### src/rtl/alu_op_sequencer.sv
// Drives one decoded LEGv8 request into an external combinational ALU, waits SETTLE cycles, returns BusW/Zero.
// Latency: response valid 2+SETTLE cycles after accept (1 cycle for an undecodable opcode); one request in flight.
// Backpressure: req_ready only in IDLE; response held in RESP until rsp_ready. Optional branch resolution: ALU_SEQ_CBZ_EN.
module alu_op_sequencer #(
    parameter int N      = 64,
    parameter int TAG_W  = 4,
    parameter int SETTLE = 2
) (
    input  logic             CLK,
    input  logic             Reset,
    input  logic             req_valid,
    output logic             req_ready,
    input  logic [10:0]      req_opcode,
    input  logic [N-1:0]     req_a,
    input  logic [N-1:0]     req_b,
    input  logic [TAG_W-1:0] req_tag,
    output logic [N-1:0]     alu_busa,
    output logic [N-1:0]     alu_busb,
    output logic [3:0]       alu_ctrl,
    input  logic [N-1:0]     alu_busw,
    input  logic             alu_zero,
    output logic             rsp_valid,
    input  logic             rsp_ready,
    output logic [N-1:0]     rsp_result,
    output logic             rsp_zero,
    output logic             rsp_err,
    output logic [TAG_W-1:0] rsp_tag,
    output logic             rsp_taken
);

    typedef enum logic [1:0] {IDLE, DRIVE, WAIT, RESP} state_t;

    localparam logic [3:0] SETTLE_LD = 4'(SETTLE - 1);

    state_t             state_q, state_d;
    logic [3:0]         cnt_q, cnt_d;
    logic               ready_q;
    logic [N-1:0]       busa_q, busa_d, busb_q, busb_d;
    logic [3:0]         ctrl_q, ctrl_d;
    logic [TAG_W-1:0]   tag_q, tag_d;
    logic [N-1:0]       rsp_result_q, rsp_result_d;
    logic               rsp_zero_q, rsp_zero_d;
    logic               rsp_err_q, rsp_err_d;
    logic [TAG_W-1:0]   rsp_tag_q, rsp_tag_d;
    logic               dec_err;
    logic [3:0]         dec_ctrl;
`ifdef ALU_SEQ_CBZ_EN
    logic               cbz_q, cbz_d, cbnz_q, cbnz_d, taken_q, taken_d;
`endif

    always_comb begin
        dec_err  = 1'b0;
        dec_ctrl = 4'b0000;
        casez (req_opcode)
            11'b10001011000: dec_ctrl = 4'b0010;
            11'b11001011000: dec_ctrl = 4'b0110;
            11'b10001010000: dec_ctrl = 4'b0000;
            11'b10101010000: dec_ctrl = 4'b0001;
            11'b11111000010,
            11'b11111000000: dec_ctrl = 4'b0010;
            11'b110100101??: dec_ctrl = 4'b0111;
            11'b1011010????: dec_ctrl = 4'b0111;
            default:         dec_err  = 1'b1;
        endcase
    end

    always_comb begin
        state_d      = state_q;
        cnt_d        = cnt_q;
        busa_d       = busa_q;
        busb_d       = busb_q;
        ctrl_d       = ctrl_q;
        tag_d        = tag_q;
        rsp_result_d = rsp_result_q;
        rsp_zero_d   = rsp_zero_q;
        rsp_err_d    = rsp_err_q;
        rsp_tag_d    = rsp_tag_q;
`ifdef ALU_SEQ_CBZ_EN
        cbz_d        = cbz_q;
        cbnz_d       = cbnz_q;
        taken_d      = taken_q;
`endif
        case (state_q)
            IDLE: begin
                if (req_valid && ready_q) begin
                    tag_d = req_tag;
                    if (dec_err) begin
                        // Undecodable: answer straight away, leave the ALU buses untouched.
                        state_d      = RESP;
                        rsp_err_d    = 1'b1;
                        rsp_result_d = '0;
                        rsp_zero_d   = 1'b0;
                        rsp_tag_d    = req_tag;
`ifdef ALU_SEQ_CBZ_EN
                        taken_d      = 1'b0;
`endif
                    end else begin
                        state_d = DRIVE;
                        busa_d  = req_a;
                        busb_d  = req_b;
                        ctrl_d  = dec_ctrl;
`ifdef ALU_SEQ_CBZ_EN
                        cbz_d   = (req_opcode[10:3] == 8'b10110100);
                        cbnz_d  = (req_opcode[10:3] == 8'b10110101);
`endif
                    end
                end
            end
            DRIVE: begin
                cnt_d   = SETTLE_LD;
                state_d = WAIT;
            end
            WAIT: begin
                if (cnt_q == 4'd0) begin
                    state_d      = RESP;
                    rsp_result_d = alu_busw;
                    rsp_zero_d   = alu_zero;
                    rsp_err_d    = 1'b0;
                    rsp_tag_d    = tag_q;
`ifdef ALU_SEQ_CBZ_EN
                    taken_d      = (cbz_q & alu_zero) | (cbnz_q & ~alu_zero);
`endif
                end else begin
                    cnt_d = cnt_q - 4'd1;
                end
            end
            RESP: begin
                if (rsp_ready) state_d = IDLE;
            end
            default: state_d = IDLE;
        endcase
    end

    always_ff @(posedge CLK) begin
        if (Reset) begin
            state_q      <= IDLE;
            cnt_q        <= '0;
            ready_q      <= 1'b0;
            busa_q       <= '0;
            busb_q       <= '0;
            ctrl_q       <= '0;
            tag_q        <= '0;
            rsp_result_q <= '0;
            rsp_zero_q   <= 1'b0;
            rsp_err_q    <= 1'b0;
            rsp_tag_q    <= '0;
`ifdef ALU_SEQ_CBZ_EN
            cbz_q        <= 1'b0;
            cbnz_q       <= 1'b0;
            taken_q      <= 1'b0;
`endif
        end else begin
            state_q      <= state_d;
            cnt_q        <= cnt_d;
            // Registered so req_ready reads 0 in the cycle right after reset.
            ready_q      <= (state_d == IDLE);
            busa_q       <= busa_d;
            busb_q       <= busb_d;
            ctrl_q       <= ctrl_d;
            tag_q        <= tag_d;
            rsp_result_q <= rsp_result_d;
            rsp_zero_q   <= rsp_zero_d;
            rsp_err_q    <= rsp_err_d;
            rsp_tag_q    <= rsp_tag_d;
`ifdef ALU_SEQ_CBZ_EN
            cbz_q        <= cbz_d;
            cbnz_q       <= cbnz_d;
            taken_q      <= taken_d;
`endif
        end
    end

    assign req_ready  = ready_q;
    assign rsp_valid  = (state_q == RESP);
    assign alu_busa   = busa_q;
    assign alu_busb   = busb_q;
    assign alu_ctrl   = ctrl_q;
    assign rsp_result = rsp_result_q;
    assign rsp_zero   = rsp_zero_q;
    assign rsp_err    = rsp_err_q;
    assign rsp_tag    = rsp_tag_q;
`ifdef ALU_SEQ_CBZ_EN
    assign rsp_taken  = taken_q;
`else
    assign rsp_taken  = 1'b0;
`endif

endmodule

### config.mk
export PLATFORM = sky130hd
export DESIGN_NAME = alu_op_sequencer
export DESIGN_NICKNAME = d
export VERILOG_FILES = /design/src/rtl/alu_op_sequencer.sv
export SDC_FILE = /design/constraint.sdc
export NUM_CORES = 1
export LEC_CHECK = 0
export BUFFER_PORTS_ARGS = -buffer_cell sky130_fd_sc_hd__buf_2
export CAP_MARGIN = 0
export CORE_AREA = 2 2 161 163
export CTS_CLUSTER_SIZE = 28
export DETAILED_ROUTE_END_ITERATION = 8
export DIE_AREA = 0 0 163 165
export SLEW_MARGIN = 20
export SYNTH_ARGS = -nofsm -noshare
export SYNTH_HDL_FRONTEND = slang
export SYNTH_SLANG_ARGS = --single-unit
### constraint.sdc
create_clock -name CLK -period 3 [get_ports CLK]
set_input_delay 0.6 -clock CLK [delete_from_list [all_inputs] [get_ports CLK]]
set_output_delay 0.6 -clock CLK [all_outputs]
set_load 0.03 [all_outputs]
==> results.sh <==
export IMPL_drt_total_wl_mm=24.8
export IMPL_place_ws_ps=372
export IMPL_path_delay_family="simple AND/OR/NAND/NOR gates"
export IMPL_ir_worst_vdd_v=0.000385
export IMPL_setup_slack_ps=873
export IMPL_r2r_end="rsp_result[20]$_SDFFE_PP0P_"
export IMPL_cts_buffers=24
export IMPL_fp_dieArea_mm2=0.0269
export IMPL_via_per_inst=4.58
export IMPL_clk_latency_ps=500
export IMPL_avgSynthCellArea_um2=9.01
export IMPL_synthCells=973
export IMPL_finClkSkew_ps=8.38
export IMPL_fmax_ghz=0.470
export IMPL_yosys_area_share_xor_xnor=0
export IMPL_synth_edf_count=0
export IMPL_synth_seq_cells=212
export IMPL_io_buffers=414
export IMPL_dp_hpwl_mm=18.2
export IMPL_slew_headroom=0.585
export IMPL_yosys_warnings=0
export IMPL_grt_pass1_wl_mm=37.7
export IMPL_gp_congestion=0.863
export IMPL_async_flop_share=0
export IMPL_drt_iter0_markers=428
export IMPL_critPathMostFrequentCell="buf_12"
export IMPL_final_max_slew_viol_count=0
export IMPL_areaGrowthSynthToFinish_pct=37.4
export IMPL_synth_top_family_by_area="multiplexers"
export IMPL_cts_resized=0
export IMPL_routed_top_layer="met5"
export IMPL_wl_per_cell_um=14.5
export IMPL_synth_ff_type="dfxtp_1"
export IMPL_via_count=7837
export IMPL_worstSetupPathType="in2reg"
export IMPL_grt_pass1_vias=7310
export IMPL_wirelength_met1_mm=10.2
export IMPL_required_ps=3420
export IMPL_drc=0
export IMPL_worst_slew_pin_slew_ps=623
export IMPL_power_density_mw_per_mm2=620
export IMPL_die_y_um=165
export IMPL_ios=417
export IMPL_grt_max_degree=108
export IMPL_status="finished clean"
export IMPL_worstPathArrival_ps=2550
export IMPL_ys_top_cells_by_area="dfxtp_1 (48%), mux2i_1 (23%), nand2_1 (15%)"
export IMPL_cp_slowest_stage_delay_ps=420
export IMPL_yosys_area_share_simple=0.210
export IMPL_leakage_nw=5.71
export IMPL_cts_tree="yes"
export IMPL_fillCellCount=2417
export IMPL_synth_area_mm2=0.00877
export IMPL_path_clk_slew_ps=60
export IMPL_crit_buf_inv=4
export IMPL_ff2ff_setup_slack_ps=1010
export IMPL_synthMuxAreaShare=0.235
export IMPL_drv_cap=0
export IMPL_cp_slowest_cell="or3b_4"
export IMPL_firstDrtPassIters=5
export IMPL_fp_coreArea_mm2=0.0250
export IMPL_clock_sinks=212
export IMPL_yosysTopAreaCellShare=0.484
export IMPL_tns_ps=0
export IMPL_min_period_ps=2130
export IMPL_crit_start="req_opcode[0]"
export IMPL_yosysSeqAreaShare=0.484
export IMPL_cp_max_fo=31
export IMPL_die_width_um=163
export IMPL_cp_end_kind="register"
export IMPL_holdPathEnd="alu_busb[51]$_SDFFE_PP0P_"
export IMPL_crit_reg2reg_launch="state_q[0]$_SDFF_PP0_"
export IMPL_synth_lib_cells_used_distinct=42
export IMPL_cp_start_kind="input port"
export IMPL_wl_met2_mm=12.1
export IMPL_grtUsageTotal=0.171
export IMPL_crit_chain="buf_2, or3b_4, nor4_2, inv_1, a21oi_4, buf_12, buf_12, mux2i_1"
export IMPL_drive_gt1_frac=0.359
export IMPL_synth_adder_area_share=0.00285
export IMPL_yosysTopAreaCell="dfxtp_1"
export IMPL_period_share=0.709
export IMPL_cts_root_buf="clkbuf_16"
export IMPL_met3_length_mm=2.05
export IMPL_postRouteAntennaNets=0
export IMPL_synth_compound_area_frac=0.0207
export IMPL_clockBufferDepth=3
export IMPL_num_nets_final=1578
export IMPL_overflow=0
export IMPL_setup_violations_final=0
export IMPL_whs_path_depth=3
export IMPL_rsz0062_at_grt="false"
export IMPL_cts_setup_buffers=0
export IMPL_reg2regPathDepth=7
export IMPL_antenna_found_initial=3
export IMPL_finalHoldViolCount=0
export IMPL_start_util=0.350
export IMPL_hold_class="in2reg"
export IMPL_rows=58
export IMPL_htreeDepth=1
export IMPL_holdCritStartpoint="req_b[51]"
export IMPL_cts_hold_buf=0
-- layer usage --
layer / vias to the layer above / global-route usage
li1: 3989 / -
met3: 34 / 0.0495
met5: - / 0
met4: 2 / 0.0406
met1: 3534 / 0.202
met2: 278 / 0.305
-- cells in the mapped netlist (all sizes together) (3+ instances only) --
cell,number
a21oi,12
dfxtp,212
mux2i,201
inv,4
buf,25
nand2,348
clkbuf,53
nor2b,3
nand3,68
o21ai,4
nor2,6
mux2,4
nor3,3
-- how the worst max path moves through the flow --
stage,slack [ps],end,depth (start not counted)
6_report,870,alu_busb[23]$_SDFFE_PP0P_,8
5_1_grt,740,alu_busa[40]$_SDFFE_PP0P_,8
4_1_cts,900,rsp_result[20]$_SDFFE_PP0P_,7
3_5_place_dp,370,alu_busb[4]$_SDFFE_PP0P_,8
3_3_place_gp,380,alu_busb[18]$_SDFFE_PP0P_,8
2_1_floorplan,780,rsp_result[53]$_SDFFE_PP0P_,8
-- cell usage in the layout (no fill, tap or decap), types with 4 or more instances in the layout --
cell / count
mux2_2: 4
nor2_1: 6
buf_12: 12
mux2i_1: 201
clkinv_2: 5
buf_2: 414
nand3_1: 68
clkbuf_1: 4
buf_4: 16
inv_1: 4
clkbuf_8: 8
nand2_1: 348
clkbuf_16: 25
o21ai_0: 4
dfxtp_1: 212
a21oi_1: 11
-- state kept, by name, indices dropped and copies added, names as in the netlist --
register    cells
alu_busb       64
state_q         2
alu_busa       64
cnt_q           4
rsp_zero        1
rsp_err         1
rsp_tag         4
alu_ctrl        3
rsp_result     64
tag_q           4
req_ready       1
-- report_power, final --
group / internal (W) / total (W) / leakage, nW / switching (W)
registers: 0.00293 / 0.00301 / 1.71 / 0.0000707
clock network: 0.00171 / 0.00286 / 0.390 / 0.00114
logic: 0.000683 / 0.00161 / 3.61 / 0.000927
-- through the flow --
step	std cells	total power, W	hold WS [ps]	utilization	cell area [um^2]
after detailed placement	1668	0.00469	443	0.450	11300
final	1713	0.00747	335	0.481	12000
after global routing	1712	0.00783	321	0.481	12000
after CTS	1711	0.00758	309	0.481	12000
after floorplan	974	0.00417	433	-	8770
after global placement	1668	0.00468	439	0.450	11300
-- worst min-delay path: stages --
cell and delay (ps):
buf_2 90, nand2_1 40, mux2i_1 50
-- final cells by class --
class	instances	area (um^2)	share of cell area
well taps	330	413	0.0343
multi-input cells	679	4140	0.344
clock buffers	37	751	0.0623
clock inverters	6	32.5	0.00270
inverters	5	26.3	0.00218
flip-flops and latches	212	4240	0.352
repair buffers	442	2430	0.202
diodes	2	5.00	0.000415
-- cells by family (layout without fill, tap and decap cells) --
| logic type | count (synthesis) | after routing |
|---|---|---|
| buf+inv | 83 | 490 |
| compound gates | 27 | 27 |
| other cells | 1 | 4 |
| mux | 205 | 205 |
| fa+ha+maj | 2 | 2 |
| simple gates | 443 | 443 |
| flops | 212 | 212 |
No activity file was read; power rests on OpenSTA's default activity.
